File: config.mk
export PLATFORM = sky130hd
export DESIGN_NAME = bp_cce_pending_bits_mp
export DESIGN_NICKNAME = d
export VERILOG_FILES = /design/src/rtl/bp_cce_pkg.sv /design/src/rtl/bp_cce_pb_wg_hash.sv /design/src/rtl/bp_cce_pending_bits_mp.sv
export SDC_FILE = /design/constraint.sdc
export NUM_CORES = 1
export LEC_CHECK = 0
export ABC_AREA = 1
export CAP_MARGIN = 0
export CORE_ASPECT_RATIO = 1.4
export CORE_MARGIN = 1
export CORE_UTILIZATION = 30
export CTS_BUF_LIST = sky130_fd_sc_hd__clkbuf_8
export CTS_CLUSTER_SIZE = 10
export DETAILED_ROUTE_END_ITERATION = 10
export SLEW_MARGIN = 40
export SYNTH_ARGS = -nofsm -noshare
export SYNTH_HDL_FRONTEND = slang
export SYNTH_SLANG_ARGS = --single-unit
File: constraint.sdc
create_clock -name clk_i -period 12.04 [get_ports clk_i]
set_input_delay 3.612 -clock clk_i [delete_from_list [all_inputs] [get_ports clk_i]]
set_output_delay 3.612 -clock clk_i [all_outputs]
set_load 0.02 [all_outputs]
File: src/rtl/bp_cce_pkg.sv
// Shared types for the CCE pending-bit array.
//   bp_cce_pb_state_e : quiesce FSM states
//     e_run   - increments accepted
//     e_drain - increments blocked, waiting for every counter to reach zero
//     e_quiet - drained and blocked until resume
package bp_cce_pkg;

  typedef enum logic [1:0] {
    e_run   = 2'd0,
    e_drain = 2'd1,
    e_quiet = 2'd2
  } bp_cce_pb_state_e;

endpackage

File: src/rtl/bp_cce_pb_wg_hash.sv
// Maps a way-group address to a way-group index.
//   addr        : way-group address
//   bypass_hash : 1 selects addr[lg_wg-1:0] directly
//   wg          : way-group index
// The hashed path bit-reverses the address and bank-hashes it across num_cce_p
// CCEs (power-of-two banking: the bank is the low bits of the reversed address,
// the in-bank index is the rest); the way group is the low bits of that index.
module bp_cce_pb_wg_hash #(
  parameter int unsigned num_way_groups_p = 8,
  parameter int unsigned num_cce_p        = 2,
  parameter int unsigned addr_width_p     = 8
) (
  input  logic [addr_width_p-1:0]              addr,
  input  logic                                 bypass_hash,
  output logic [$clog2(num_way_groups_p)-1:0]  wg
);

  localparam int unsigned lg_wg_lp  = $clog2(num_way_groups_p);
  localparam int unsigned lg_cce_lp = $clog2(num_cce_p);

  logic [addr_width_p-1:0] rev;
  logic [addr_width_p-1:0] index;
  logic                    unused_index;

  always_comb begin
    rev = '0;
    for (int i = 0; i < int'(addr_width_p); i++) begin
      rev[i] = addr[int'(addr_width_p) - 1 - i];
    end
  end

  assign index        = rev >> lg_cce_lp;
  // Upper index bits beyond the way-group range are not needed here.
  assign unused_index = ^index;

  assign wg = bypass_hash ? addr[lg_wg_lp-1:0] : index[lg_wg_lp-1:0];

endmodule

File: src/rtl/bp_cce_pending_bits_mp.sv
// Multi-port pending-bit array: one saturating counter per way group.
//   clk_i, reset_i        : clock, synchronous active-high reset
//   inc_*                 : write port 0 (increment, or clear when inc_clear_i)
//   inc_ready_o           : port 0 may accept an increment (clears always accepted)
//   dec_*                 : write port 1 (decrement), always accepted
//   r_v_i/r_addr_i/...    : combinational read ports, forwarded from next state
//   pending_o, count_o    : per-read-port result, zero when r_v_i[k] is low
//   nonzero_count_o       : number of non-zero counters (registered)
//   quiesce_v_i, resume_i : drain request / leave quiet state (pulses)
//   quiesce_done_o        : drained and blocked
//   overflow_o/underflow_o: sticky saturation-event flags
// num_way_groups_p must be a power of two.
module bp_cce_pending_bits_mp
  import bp_cce_pkg::*;
#(
  parameter int unsigned num_way_groups_p = 8,
  parameter int unsigned num_cce_p        = 2,
  parameter int unsigned addr_width_p     = 8,
  parameter int unsigned width_p          = 3,
  parameter int unsigned num_r_ports_p    = 2
) (
  input  logic                                   clk_i,
  input  logic                                   reset_i,
  input  logic                                   inc_v_i,
  output logic                                   inc_ready_o,
  input  logic [addr_width_p-1:0]                inc_addr_i,
  input  logic                                   inc_bypass_hash_i,
  input  logic                                   inc_clear_i,
  input  logic                                   dec_v_i,
  input  logic [addr_width_p-1:0]                dec_addr_i,
  input  logic                                   dec_bypass_hash_i,
  input  logic [num_r_ports_p-1:0]               r_v_i,
  input  logic [num_r_ports_p*addr_width_p-1:0]  r_addr_i,
  input  logic [num_r_ports_p-1:0]               r_bypass_hash_i,
  output logic [num_r_ports_p-1:0]               pending_o,
  output logic [num_r_ports_p*width_p-1:0]       count_o,
  output logic [$clog2(num_way_groups_p+1)-1:0]  nonzero_count_o,
  input  logic                                   quiesce_v_i,
  input  logic                                   resume_i,
  output logic                                   quiesce_done_o,
  output logic                                   overflow_o,
  output logic                                   underflow_o
);

  localparam int unsigned lg_wg_lp    = $clog2(num_way_groups_p);
  localparam int unsigned nz_width_lp = $clog2(num_way_groups_p + 1);
  localparam logic [width_p-1:0] max_count_lp = '1;

  logic [lg_wg_lp-1:0] inc_wg;
  logic [lg_wg_lp-1:0] dec_wg;
  logic [lg_wg_lp-1:0] r_wg [num_r_ports_p];

  bp_cce_pb_wg_hash #(
    .num_way_groups_p(num_way_groups_p),
    .num_cce_p       (num_cce_p),
    .addr_width_p    (addr_width_p)
  ) inc_hash (
    .addr       (inc_addr_i),
    .bypass_hash(inc_bypass_hash_i),
    .wg         (inc_wg)
  );

  bp_cce_pb_wg_hash #(
    .num_way_groups_p(num_way_groups_p),
    .num_cce_p       (num_cce_p),
    .addr_width_p    (addr_width_p)
  ) dec_hash (
    .addr       (dec_addr_i),
    .bypass_hash(dec_bypass_hash_i),
    .wg         (dec_wg)
  );

  for (genvar k = 0; k < int'(num_r_ports_p); k++) begin : g_r_hash
    bp_cce_pb_wg_hash #(
      .num_way_groups_p(num_way_groups_p),
      .num_cce_p       (num_cce_p),
      .addr_width_p    (addr_width_p)
    ) r_hash (
      .addr       (r_addr_i[k*addr_width_p +: addr_width_p]),
      .bypass_hash(r_bypass_hash_i[k]),
      .wg         (r_wg[k])
    );
  end

  bp_cce_pb_state_e state_q, state_d;
  logic [width_p-1:0]     cnt_q [num_way_groups_p];
  logic [width_p-1:0]     cnt_d [num_way_groups_p];
  logic [nz_width_lp-1:0] nz_q, nz_d, nz_up, nz_dn;
  logic                   ovf_q, unf_q, ovf_evt, unf_evt;

  // Clears bypass the quiesce gate; only increments need inc_ready_o.
  logic inc_fire, clr_fire, add_fire;
  assign inc_fire = inc_v_i & (inc_clear_i | inc_ready_o);
  assign clr_fire = inc_fire & inc_clear_i;
  assign add_fire = inc_fire & ~inc_clear_i;

  logic [num_way_groups_p-1:0] hit_clr, hit_inc, hit_dec;

  always_comb begin
    hit_clr = '0;
    hit_inc = '0;
    hit_dec = '0;
    for (int i = 0; i < int'(num_way_groups_p); i++) begin
      hit_clr[i] = clr_fire & (inc_wg == lg_wg_lp'(i));
      hit_inc[i] = add_fire & (inc_wg == lg_wg_lp'(i));
      hit_dec[i] = dec_v_i  & (dec_wg == lg_wg_lp'(i));
    end
  end

  always_comb begin
    ovf_evt = 1'b0;
    unf_evt = 1'b0;
    nz_up   = '0;
    nz_dn   = '0;
    for (int i = 0; i < int'(num_way_groups_p); i++) begin
      cnt_d[i] = cnt_q[i];
      if (hit_clr[i]) begin
        // A colliding decrement is absorbed by the clear, no underflow.
        cnt_d[i] = '0;
      end else if (hit_inc[i] && hit_dec[i]) begin
        cnt_d[i] = cnt_q[i];
      end else if (hit_inc[i]) begin
        if (cnt_q[i] == max_count_lp) ovf_evt = 1'b1;
        else                          cnt_d[i] = cnt_q[i] + width_p'(1);
      end else if (hit_dec[i]) begin
        if (cnt_q[i] == '0) unf_evt = 1'b1;
        else                cnt_d[i] = cnt_q[i] - width_p'(1);
      end
      if ((cnt_q[i] == '0) && (cnt_d[i] != '0)) nz_up = nz_up + nz_width_lp'(1);
      if ((cnt_q[i] != '0) && (cnt_d[i] == '0)) nz_dn = nz_dn + nz_width_lp'(1);
    end
    nz_d = nz_q + nz_up - nz_dn;
  end

  always_comb begin
    state_d = state_q;
    unique case (state_q)
      e_run:   if (quiesce_v_i)      state_d = e_drain;
      e_drain: if (nz_d == '0)       state_d = e_quiet;
      e_quiet: if (resume_i)         state_d = e_run;
      default:                       state_d = e_run;
    endcase
  end

  assign inc_ready_o     = (state_q == e_run);
  assign quiesce_done_o  = (state_q == e_quiet);
  assign nonzero_count_o = nz_q;
  assign overflow_o      = ovf_q;
  assign underflow_o     = unf_q;

  always_comb begin
    pending_o = '0;
    count_o   = '0;
    for (int k = 0; k < int'(num_r_ports_p); k++) begin
      if (r_v_i[k]) begin
        pending_o[k]                = (cnt_d[r_wg[k]] != '0);
        count_o[k*width_p +: width_p] = cnt_d[r_wg[k]];
      end
    end
  end

  always_ff @(posedge clk_i) begin
    if (reset_i) begin
      for (int i = 0; i < int'(num_way_groups_p); i++) cnt_q[i] <= '0;
      nz_q    <= '0;
      state_q <= e_run;
      ovf_q   <= 1'b0;
      unf_q   <= 1'b0;
    end else begin
      for (int i = 0; i < int'(num_way_groups_p); i++) cnt_q[i] <= cnt_d[i];
      nz_q    <= nz_d;
      state_q <= state_d;
      ovf_q   <= ovf_q | ovf_evt;
      unf_q   <= unf_q | unf_evt;
    end
  end

endmodule

==> results.toml <==
[sta]
rsz0062_at_grt = "no"
whs_ns = 0.548
maxSlewHeadroom_pct = 47.8
min_period_ns = 11.29
finalHoldViolations = 0
slew_viol_final = 0
setup_viol = 0
finalSetupTns_ns = 0
period_share_pct = 93.7
tightest_slew_ns = 0.774
finalClockSkew_ns = 0.00940
max_freq_mhz = 88.6

[yosys]
ys.flop_type = "dfxtp_1"
syn-num-nets = 963
synth_common_cells = "nand2_1 (206), inv_1 (163), nor2_1 (96)"
netlist-cell-type-count = 50
async_flop_share_pct = 0
ys_seq_area_share_pct = 12.7
synth_edf_count = 0
synthDominantAreaCellType = "nand2_1"
syn-instance-count = 873
synth.ff_latch_count = 32
yosysMostFrequentCell = "nand2_1"
avgSynthCellArea_um2 = 5.76
synthTopCellsByArea = "nand2_1 (15%), dfxtp_1 (13%), inv_1 (12%)"
syn_area_mm2 = 0.00503
synth_top_area_share_pct = 15.4
synth_warnings = 0

[cts]
clockBufferDepth = 2
h-tree-depth = 2
cts_tree = "built"
cts_inserted_buffers = 5
worstSkewPairLatency_ns = 0.31
cts_sinks = 32
cts_hold_buf = 0
clkTransAtPathRegs_ns = 0.07
cts_setup_buffers = 0
root_buffer = "clkbuf_8"

[detailed_routing]
routedWlPerCell_um = 12.6
drc = 0
viasPerCell = 4.83
drt_first_pass_iters = 5
wl_mm = 14.3
drt_iter0_markers = 197
ant_nets = 0
num_vias = 5502

[setup_path]
crit_path_max_fanout = 5
endpoint_kind = "flop"
slowest_stage = "clkdlybuf4s50_1"
worst_ep_required_time_ns = 12.22
path_class = "input pin to flop"
crit_path_start = "dec_bypass_hash_i"
cp_common_cell = "nand2_1"
critPathMaxStageDelay_ns = 0.56
crit_arrival_ns = 11.47
rr_startpoint = "state_q[1]$_SDFFE_PP0P_"
cp-start-kind = "input pin"

[worst_hold_path]
hp-class = "flop to flop"
hp-start = "cnt_q[1][1]$_SDFF_PP0_"

[floorplan]
initial_core_util_pct = 30.8
rows = 55
dieArea_mm2 = 0.0173
core-area_mm2 = 0.0163
die_h_um = 155
fp.dieW_um = 111
io_pins = 61

[global_routing]
grt_pass1_wl_mm = 24.2
antenna_found_initial = 0
grt_pass1_vias = 5346
grt_max_degree = 32
grt_overflow = 0
grt.total_usage_pct = 17.4

[layout]
drive_gt1_share_pct = 12.6
syn_to_final_growth_pct = 19.5
fillers = 1746
n_antenna_cell = 0
fin_nets = 1028

[pwr]
p_leak_nw = 3.04
power_density_mw_per_mm2 = 130
ir_drop_mv = 0.0759

[placement]
place.port_buffers = 52
place_congestion = 1.02
dp_hpwl_mm = 12.1

[outcome]
status = "finished, final reports clean"

[run]
cap_violations = 0
## critical path: cells and delay by family
| family | cells | cell delay, ns |
|---|---|---|
| and+or+nand+nor | 33 | 3.56 |
| adders and majority gates | 8 | 2.45 |
| buffers and inverters | 12 | 1.28 |
| muxes | 1 | 0.28 |
| xor gates and xnor gates | 1 | 0.23 |
| AOI/OAI and AO/OA | 1 | 0.05 |
## power by group
group | internal, mW | leakage, nW | switching (mW)
clock | 0.0731 | 0.0645 | 0.0475
combinational | 0.205 | 2.71 | 0.328
sequential | 0.120 | 0.260 | 0.0105
total | 0.398 | 3.04 | 0.386
## path summary, 6_finish.rpt
kind / cells after the start / slack, ns / endpoint
setup / recovery: 56 / 0.75 / state_q[0]$_SDFFE_PP0P_
hold / removal: 2 / 0.55 / cnt_q[1][1]$_SDFF_PP0_
setup reg to reg: 52 / 4.22 / state_q[0]$_SDFFE_PP0P_
hold reg to reg: 2 / 0.55 / cnt_q[1][1]$_SDFF_PP0_
## routing by layer
layer | up-vias | GRT usage, % | part of all wire [%] | wire [µm]
li1 | 2905 | - | - | -
met1 | 2481 | 17.6 | 39 | 5630
met2 | 89 | 35.8 | 56 | 7980
met3 | 27 | 1.40 | 2.0 | 291
met4 | 0 | 7.08 | 3.0 | 423
met5 | - | 0 | 0 | 0
## layout by cell type (no fill, tap or decap), types with 3 or more instances in the layout
| cell type | instances |
|---|---|
| a21oi_1 | 39 |
| a31oi_1 | 4 |
| and2_1 | 3 |
| buf_4 | 12 |
| clkbuf_8 | 7 |
| clkdlybuf4s50_1 | 51 |
| dfxtp_1 | 32 |
| fa_1 | 3 |
| ha_1 | 42 |
| inv_1 | 163 |
| inv_2 | 17 |
| nand2_1 | 206 |
| nand2_2 | 25 |
| nand3_1 | 62 |
| nand3_2 | 15 |
| nand4_1 | 12 |
| nor2_1 | 94 |
| nor2_2 | 11 |
| nor2_4 | 10 |
| nor3_1 | 13 |
| nor3_2 | 3 |
| nor4_1 | 6 |
| o211ai_1 | 7 |
| o21ai_0 | 48 |
| o21ai_1 | 4 |
| o21ai_2 | 3 |
| o311ai_0 | 3 |
| o31ai_1 | 3 |
| or2_2 | 3 |
| xnor2_1 | 3 |
| xor2_1 | 3 |
## flip-flops by register name, indices dropped and copies added (netlist names)
| register | count |
|---|---|
| cnt_q | 24 |
| state_q | 2 |
| nonzero_count_o | 4 |
| overflow_o | 1 |
| underflow_o | 1 |
## metrics by stage
step / total power [mW] / area [µm²] / std cells / utilization (%) / setup slack (ns)
after floorplan: 0.539 / 5030 / 873 / - / 1.63
after global placement: 0.666 / 5870 / 1130 / 36.0 / 0.330
after detailed placement: 0.672 / 5870 / 1130 / 36.0 / 0.262
after CTS: 0.796 / 5990 / 1138 / 36.8 / 0.556
after global routing: 0.875 / 6010 / 1138 / 36.9 / 0.0521
final: 0.784 / 6010 / 1138 / 36.9 / 0.753
## area by class of cell
class,count,area [µm²],share of cell area [%]
clock buffers,7,96.3,1.60
clock inverters,1,30.0,0.499
inverters,182,683,11.4
multi-input cells,653,3700,61.5
flip-flops and latches,32,641,10.7
well taps,199,249,4.14
repair buffers,64,613,10.2
## repair_timing
| item | in CTS | in global routing |
|---|---|---|
| endpoints found under the setup margin | 0 | 2 |
| resized for setup | 0 | 5 |
| endpoints found under the hold margin | 0 | 0 |
## cells by family (layout without fill, tap and decap cells)
| group | count (synthesis) | count (layout) | share of synthesized area [%] |
|---|---|---|---|
| multiplexers | 1 | 1 | 0.224 |
| AO/OA/AOI/OAI | 126 | 126 | 14.8 |
| flip-flops | 32 | 32 | 12.7 |
| adder cells (fa/ha/maj) | 45 | 45 | 11.6 |
| buffers and inverters | 188 | 254 | 14.0 |
| AND/OR/NAND/NOR | 475 | 475 | 45.6 |
| XOR/XNOR | 6 | 6 | 1.04 |
Note: power is estimated with default switching activity, not from simulation.
